### src/rtl/seg7_multi_ctrl.sv
// Multi-digit 7-seg decoder with blink period counter and debounced push-button events.
// Optional build macro: SEG7_LEADING_BLANK_EN blanks leading zero digits (digit 0 always shown).
module seg7_multi_ctrl #(
    parameter int NUM_DIGITS     = 4,
    parameter int NUM_PUSH       = 4,
    parameter int PERIOD_W       = 28,
    parameter int PERIOD_DEFAULT = 25_000_000,
    parameter int DEB_CYCLES     = 50_000
) (
    input  logic                    clk_clk,
    input  logic                    reset_reset_n,
    input  logic [2:0]              addr,
    input  logic                    wr_en,
    input  logic [31:0]             wr_data,
    output logic [31:0]             rd_data,
    input  logic [NUM_PUSH-1:0]     push_n,
    output logic [7*NUM_DIGITS-1:0] hex_out,
    output logic [PERIOD_W-1:0]     period_out,
    output logic                    irq
);
    localparam int DW    = 4 * NUM_DIGITS;
    localparam int HW    = 7 * NUM_DIGITS;
    localparam int DEB_W = $clog2(DEB_CYCLES);
    localparam logic [PERIOD_W-1:0] RELOAD_RST = PERIOD_W'(PERIOD_DEFAULT);
    localparam logic [DEB_W-1:0]    DEB_LAST   = DEB_W'(DEB_CYCLES - 1);

    function automatic logic [6:0] seg_decode(input logic [3:0] n);
        logic [6:0] s;
        case (n)
            4'h0: s = 7'h40;
            4'h1: s = 7'h79;
            4'h2: s = 7'h24;
            4'h3: s = 7'h30;
            4'h4: s = 7'h19;
            4'h5: s = 7'h12;
            4'h6: s = 7'h02;
            4'h7: s = 7'h78;
            4'h8: s = 7'h00;
            4'h9: s = 7'h10;
            4'hA: s = 7'h08;
            4'hB: s = 7'h03;
            4'hC: s = 7'h46;
            4'hD: s = 7'h21;
            4'hE: s = 7'h06;
            default: s = 7'h0E;
        endcase
        return s;
    endfunction

    logic [DW-1:0]       digits_q, digits_d;
    logic [NUM_DIGITS-1:0] blink_q, blink_d;
    logic [PERIOD_W-1:0] reload_q, reload_d;
    logic [PERIOD_W-1:0] count_q, count_d;
    logic                phase_q, phase_d;
    logic [HW-1:0]       hex_q, hex_d;
    logic [NUM_PUSH-1:0] evt_q, evt_d;
    logic [NUM_PUSH-1:0] mask_q, mask_d;
    logic                irq_q, irq_d;
    logic [NUM_PUSH-1:0] sync1_q, sync2_q;
    logic [NUM_PUSH-1:0] stable_q, stable_d;
    logic [DEB_W-1:0]    deb_cnt_q [NUM_PUSH];
    logic [DEB_W-1:0]    deb_cnt_d [NUM_PUSH];
    logic [NUM_PUSH-1:0] press, w1c;
    logic [NUM_DIGITS-1:0] lead_blank;
    logic                unused_wr;
`ifdef SEG7_LEADING_BLANK_EN
    logic                lead;
`endif

    assign unused_wr = ^wr_data;

    always_comb begin
        digits_d = digits_q;
        blink_d  = blink_q;
        reload_d = reload_q;
        mask_d   = mask_q;
        w1c      = '0;
        if (wr_en) begin
            case (addr)
                3'd0: digits_d = wr_data[DW-1:0];
                3'd1: blink_d  = wr_data[NUM_DIGITS-1:0];
                3'd2: reload_d = wr_data[PERIOD_W-1:0];
                3'd3: w1c      = wr_data[NUM_PUSH-1:0];
                3'd4: mask_d   = wr_data[NUM_PUSH-1:0];
                default: ;
            endcase
        end
    end

    // A RELOAD write restarts the count but leaves the blink phase alone.
    always_comb begin
        count_d = count_q - 1'b1;
        phase_d = phase_q;
        if (wr_en && addr == 3'd2) begin
            count_d = wr_data[PERIOD_W-1:0];
        end else if (reload_q == '0) begin
            count_d = '0;
            phase_d = 1'b0;
        end else if (count_q == '0) begin
            count_d = reload_q;
            phase_d = ~phase_q;
        end
    end

    always_comb begin
        lead_blank = '0;
`ifdef SEG7_LEADING_BLANK_EN
        lead = 1'b1;
        for (int i = NUM_DIGITS - 1; i > 0; i--) begin
            if (digits_q[4*i +: 4] != 4'h0) lead = 1'b0;
            lead_blank[i] = lead;
        end
`endif
        for (int i = 0; i < NUM_DIGITS; i++) begin
            hex_d[7*i +: 7] = seg_decode(digits_q[4*i +: 4]);
            if (lead_blank[i] || (blink_q[i] && phase_q)) begin
                hex_d[7*i +: 7] = 7'h7F;
            end
        end
    end

    always_comb begin
        stable_d  = stable_q;
        deb_cnt_d = deb_cnt_q;
        for (int j = 0; j < NUM_PUSH; j++) begin
            if (sync2_q[j] == stable_q[j]) begin
                deb_cnt_d[j] = '0;
            end else if (deb_cnt_q[j] == DEB_LAST) begin
                stable_d[j]  = sync2_q[j];
                deb_cnt_d[j] = '0;
            end else begin
                deb_cnt_d[j] = deb_cnt_q[j] + 1'b1;
            end
        end
        // Set has priority over a same-cycle W1C of the same bit.
        press = stable_q & ~stable_d;
        evt_d = (evt_q & ~w1c) | press;
        irq_d = |(evt_q & mask_q);
    end

    always_ff @(posedge clk_clk or negedge reset_reset_n) begin
        if (!reset_reset_n) begin
            digits_q <= '0;
            blink_q  <= '0;
            reload_q <= RELOAD_RST;
            count_q  <= RELOAD_RST;
            phase_q  <= 1'b0;
            hex_q    <= '1;
            evt_q    <= '0;
            mask_q   <= '0;
            irq_q    <= 1'b0;
            sync1_q  <= '1;
            sync2_q  <= '1;
            stable_q <= '1;
            for (int j = 0; j < NUM_PUSH; j++) deb_cnt_q[j] <= '0;
        end else begin
            digits_q  <= digits_d;
            blink_q   <= blink_d;
            reload_q  <= reload_d;
            count_q   <= count_d;
            phase_q   <= phase_d;
            hex_q     <= hex_d;
            evt_q     <= evt_d;
            mask_q    <= mask_d;
            irq_q     <= irq_d;
            sync1_q   <= push_n;
            sync2_q   <= sync1_q;
            stable_q  <= stable_d;
            deb_cnt_q <= deb_cnt_d;
        end
    end

    always_comb begin
        rd_data = '0;
        case (addr)
            3'd0: rd_data[DW-1:0]         = digits_q;
            3'd1: rd_data[NUM_DIGITS-1:0] = blink_q;
            3'd2: rd_data[PERIOD_W-1:0]   = reload_q;
            3'd3: rd_data[NUM_PUSH-1:0]   = evt_q;
            3'd4: rd_data[NUM_PUSH-1:0]   = mask_q;
            default: ;
        endcase
    end

    assign hex_out    = hex_q;
    assign period_out = count_q;
    assign irq        = irq_q;
endmodule
### config.mk
export PLATFORM = sky130hd
export DESIGN_NAME = seg7_multi_ctrl
export DESIGN_NICKNAME = d
export VERILOG_FILES = /design/src/rtl/seg7_multi_ctrl.sv
export SDC_FILE = /design/constraint.sdc
export NUM_CORES = 1
export LEC_CHECK = 0
export CAP_MARGIN = 30
export CORE_ASPECT_RATIO = 1.2
export CORE_UTILIZATION = 40
export CTS_BUF_LIST = sky130_fd_sc_hd__clkbuf_16
export CTS_CLUSTER_SIZE = 28
export DETAILED_ROUTE_END_ITERATION = 10
export GPL_TIMING_DRIVEN = 0
export PLACE_DENSITY = 0.65
export SETUP_SLACK_MARGIN = 0.1
export SLEW_MARGIN = 15
export SYNTH_ARGS = -nofsm -noshare
export SYNTH_HDL_FRONTEND = slang
export SYNTH_SLANG_ARGS = --single-unit
### constraint.sdc
create_clock -name clk_clk -period 3.2 [get_ports clk_clk]
set_input_delay 0.96 -clock clk_clk [delete_from_list [all_inputs] [get_ports clk_clk]]
set_output_delay 0.96 -clock clk_clk [all_outputs]
set_load 0.05 [all_outputs]
==> run summary, run 1 <==
Port buffer count = 121
Buf/Inv on CP = 5
Initial Util = 41.3%
Post-Syn Area = 9670 um^2
Skew final = 0.0133 ns
Slew Limit Fails = 0
Critical path arrival = 2.20 ns
Post-synth top flop = dfrtp_1
Final setup vio count = 0
Initial antenna violation count = 0
Hold depth = 0
Total wire length = 24600 um
H-tree levels = 4
Initial DRT Pass Iterations = 5
Gr busiest metal = met2
Core Footprint = 23400 um^2
Max cap viols = 0
Mapped Avg Cell Area = 9.86 um^2
Io pins = 131
CP max stage delay = 0.43 ns
Outcome = complete, no violations
Crit-path max FO = 6
Hold WS = 0.358 ns
Ant. Diodes = 0
Slew HR = 55.1%
Fin. Hold Viols = 0
Syn-to-layout area delta = 26.5%
CTS Root Cell = clkbuf_16
Synth top area share = 32.6%
First-pass GRT wire length = 39700 um
Largest net degree at the start of global routing = 99
Leakage = 0.00529 uW
CTS max path bufs = 2
Post-synth ARST share = 100%
CTS clk-pin slew, worst paths = 0.07 ns
Peak supply drop = 0.000414 V
Die X = 144 um
DR DRC count = 0
Tcrit/Tclk final = 98.7%
Register-to-register path setup slack = 0.57 ns
CP required = 2.24 ns
Layout cell share with drive strength beyond 1 = 18.6%
Layout Nets = 1208
Cell taking the most area after synthesis = dfrtp_1
RR Endpoint = period_out[5]$_DFF_PN0_
Seq cells post-synth = 190
DRT iter0 DRCs = 394
Top delay family on crit path = buffers and inverters
Minimum clock period = 3.16 ns
Dominant cells by area after synthesis = dfrtp_1, dfstp_2, nand2_1, nor2_1, ha_1
CP dominant cell by count = buf_8
CP Launch Type = input pin
Met1 GRT Util = 25.7%
Met3 usage = 3.68%
Slowest cell on crit path = a221o_2
F_max = 317 MHz
Num Clock Sinks = 190
HPWL Detailed = 17700 um
GRT Util Overall = 20.9%
Placer Congestion = 0.900
Launching point of the worst reg2reg path = period_out[2]$_DFF_PN0_
Worst reg2reg path depth = 7
Vias in the first global route = 7840
Crit path cell chain = buf_8 -> buf_8 -> nor3b_4 -> buf_6 -> buf_6 -> a221o_2 -> buf_8
Fill count = 2163
Synth cell types = 62
CP endpoint kind = output pin
Die height = 172 um
Post-synthesis sequential area ratio = 50.0%
Die area = 24800 um^2
Met2 usage = 36.5%
Hold Path Sink = sync2_q[3]$_DFF_PN1_
CP startpoint = addr[1]
Tightest Pin Transition = 0.674 ns
CTS Hold Buffers Added = 0
Drt via density = 5.25
Vias after detailed routing = 7680
Synth warn = 0
CTS tree = done
Clk_lat worst skew = 0.44 ns
Routed WL per cell = 16.8 um
RSZ-0062 raised after global routing = true
CTS Buf Count = 17
Post-synth EDFFs = 0
Global route overflow = 0
Hold Crit Class = flop to flop
Post-DRT Antenna Nets = 0
Number of cell rows = 61
Cells after Synth = 980
WS Path Type = input pin to output pin
Final core utilization = 52.2%
Min-Delay Startpoint = sync1_q[3]$_DFF_PN1_
Pwr per Cell Area = 723 nW/um^2
==> metrics by stage <==
step                      total power, uW  cell area, um^2  instances  TNS [ns]  setup slack [ns]
after global placement               6620            11300       1419  -1169.22             -6.65
after detailed placement             6660            11400       1420    -65.67             -1.93
after CTS                            8890            12200       1461         0            0.0566
final                                8840            12200       1464         0            0.0417
after global routing                 9270            12200       1464         0            0.0310
after floorplan                      5560             9720        983    -0.487           -0.0463
==> synthesized netlist by cell type, drive strengths merged (17+ instances only) <==
master / number
and2: 17
nor4: 18
dfrtp: 126
nor2: 103
mux2: 18
and3: 20
nand2: 153
nor3: 20
ha: 30
nand3: 41
o211ai: 18
inv: 23
xnor2: 41
o21ai: 73
clkbuf: 32
xor2: 39
dfstp: 64
==> how the worst max path moves through the flow <==
stage | endpoint | cells past startpoint
after floorplan | rd_data[10] | 4
final | rd_data[2] | 7
after detailed placement | rd_data[4] | 6
after global routing | rd_data[2] | 7
after CTS | rd_data[2] | 7
after global placement | period_out[23]$_DFF_PN0_ | 1
==> cells in the final DEF, fill, tap and decap left out, types with 10 or more instances in the layout <==
| master | Yosys | routed |
|---|---|---|
| dfrtp_1 | 126 | 126 |
| mux2i_1 | 15 | 15 |
| clkdlybuf4s50_1 | 0 | 90 |
| and2_4 | 0 | 10 |
| clkbuf_16 | 0 | 18 |
| nand3_1 | 40 | 40 |
| and3_1 | 20 | 20 |
| buf_4 | 5 | 19 |
| ha_1 | 30 | 30 |
| xnor2_1 | 41 | 41 |
| nor2_1 | 102 | 101 |
| nor3_1 | 19 | 18 |
| o21ai_1 | 16 | 19 |
| o21ai_0 | 57 | 53 |
| a22o_2 | 0 | 10 |
| nand4_1 | 15 | 15 |
| inv_1 | 23 | 26 |
| nand2_1 | 153 | 153 |
| nand2b_1 | 16 | 16 |
| mux2_2 | 18 | 18 |
| clkbuf_1 | 32 | 26 |
| dfstp_2 | 64 | 64 |
| nor4_1 | 15 | 15 |
| xor2_1 | 39 | 39 |
| buf_8 | 0 | 19 |
| o211ai_1 | 18 | 18 |
==> routing by layer <==
layer,vias up,share of wire [%]
met2,215,50
met3,38,5.5
li1,3678,-
met4,0,2.0
met1,3749,42
met5,-,0
==> repair_timing <==
item	in CTS	in global routing
setup endpoints to repair	44	15
resized for setup	245	8
setup buffers	13	2
gates cloned	1	1
pin swaps	4	3
==> sequential cells by signal, summed over array words and instances (netlist names) <==
register	count
blink_q	4
deb_cnt_q	64
digits_q	16
evt_q	4
hex_out	28
irq	1
mask_q	4
period_out	28
phase_q	1
reload_q	28
stable_q	4
sync1_q	4
sync2_q	4
==> worst register-to-register path: cells and delay by family (launching register included) <==
family / cells / cell delay [ns]
and+or+nand+nor: 3 / 1.12
buffers and inverters: 2 / 0.57
AOI/OAI and AO/OA: 2 / 0.34
DFF: 1 / 0.47
==> cells by family (layout without fill, tap and decap cells) <==
kind of cell / Yosys count / after routing / synth area share, %
AOI/OAI and AO/OA: 148 / 148 / 9.88
xor gates and xnor gates: 80 / 80 / 7.25
adders and majority gates: 30 / 30 / 3.88
buffers and inverters: 65 / 231 / 2.82
DFF: 190 / 190 / 50.0
muxes: 38 / 38 / 4.82
other: 1 / 4 / 0.0388
and+or+nand+nor: 428 / 428 / 21.3
==> report_power, final <==
part | switching [uW] | internal, uW | total, uW | leakage (uW)
Clock | 944 | 1230 | 2180 | 0.000297
Sequential | 478 | 3000 | 3480 | 0.00232
Combinational | 2030 | 1150 | 3180 | 0.00267
Total | 3450 | 5390 | 8840 | 0.00529
==> area by class of cell <==
cell class	count	area (um^2)	share of cell area, %
clock inverter	15	171	1.40
buffer	42	254	2.08
tap	315	394	3.22
timing repair buffer	134	1410	11.5
inverter	23	86.3	0.706
multi-input combinational	728	4660	38.1
sequential	190	4830	39.5
clock buffer	17	425	3.48
Note: power is estimated with default switching activity, not from simulation.
==> run 2: changes to the inputs <==
- CAP_MARGIN: 30 -> not set
==> results of run 2 <==
The final DEF is identical to that of run 1; final timing and power are the same.
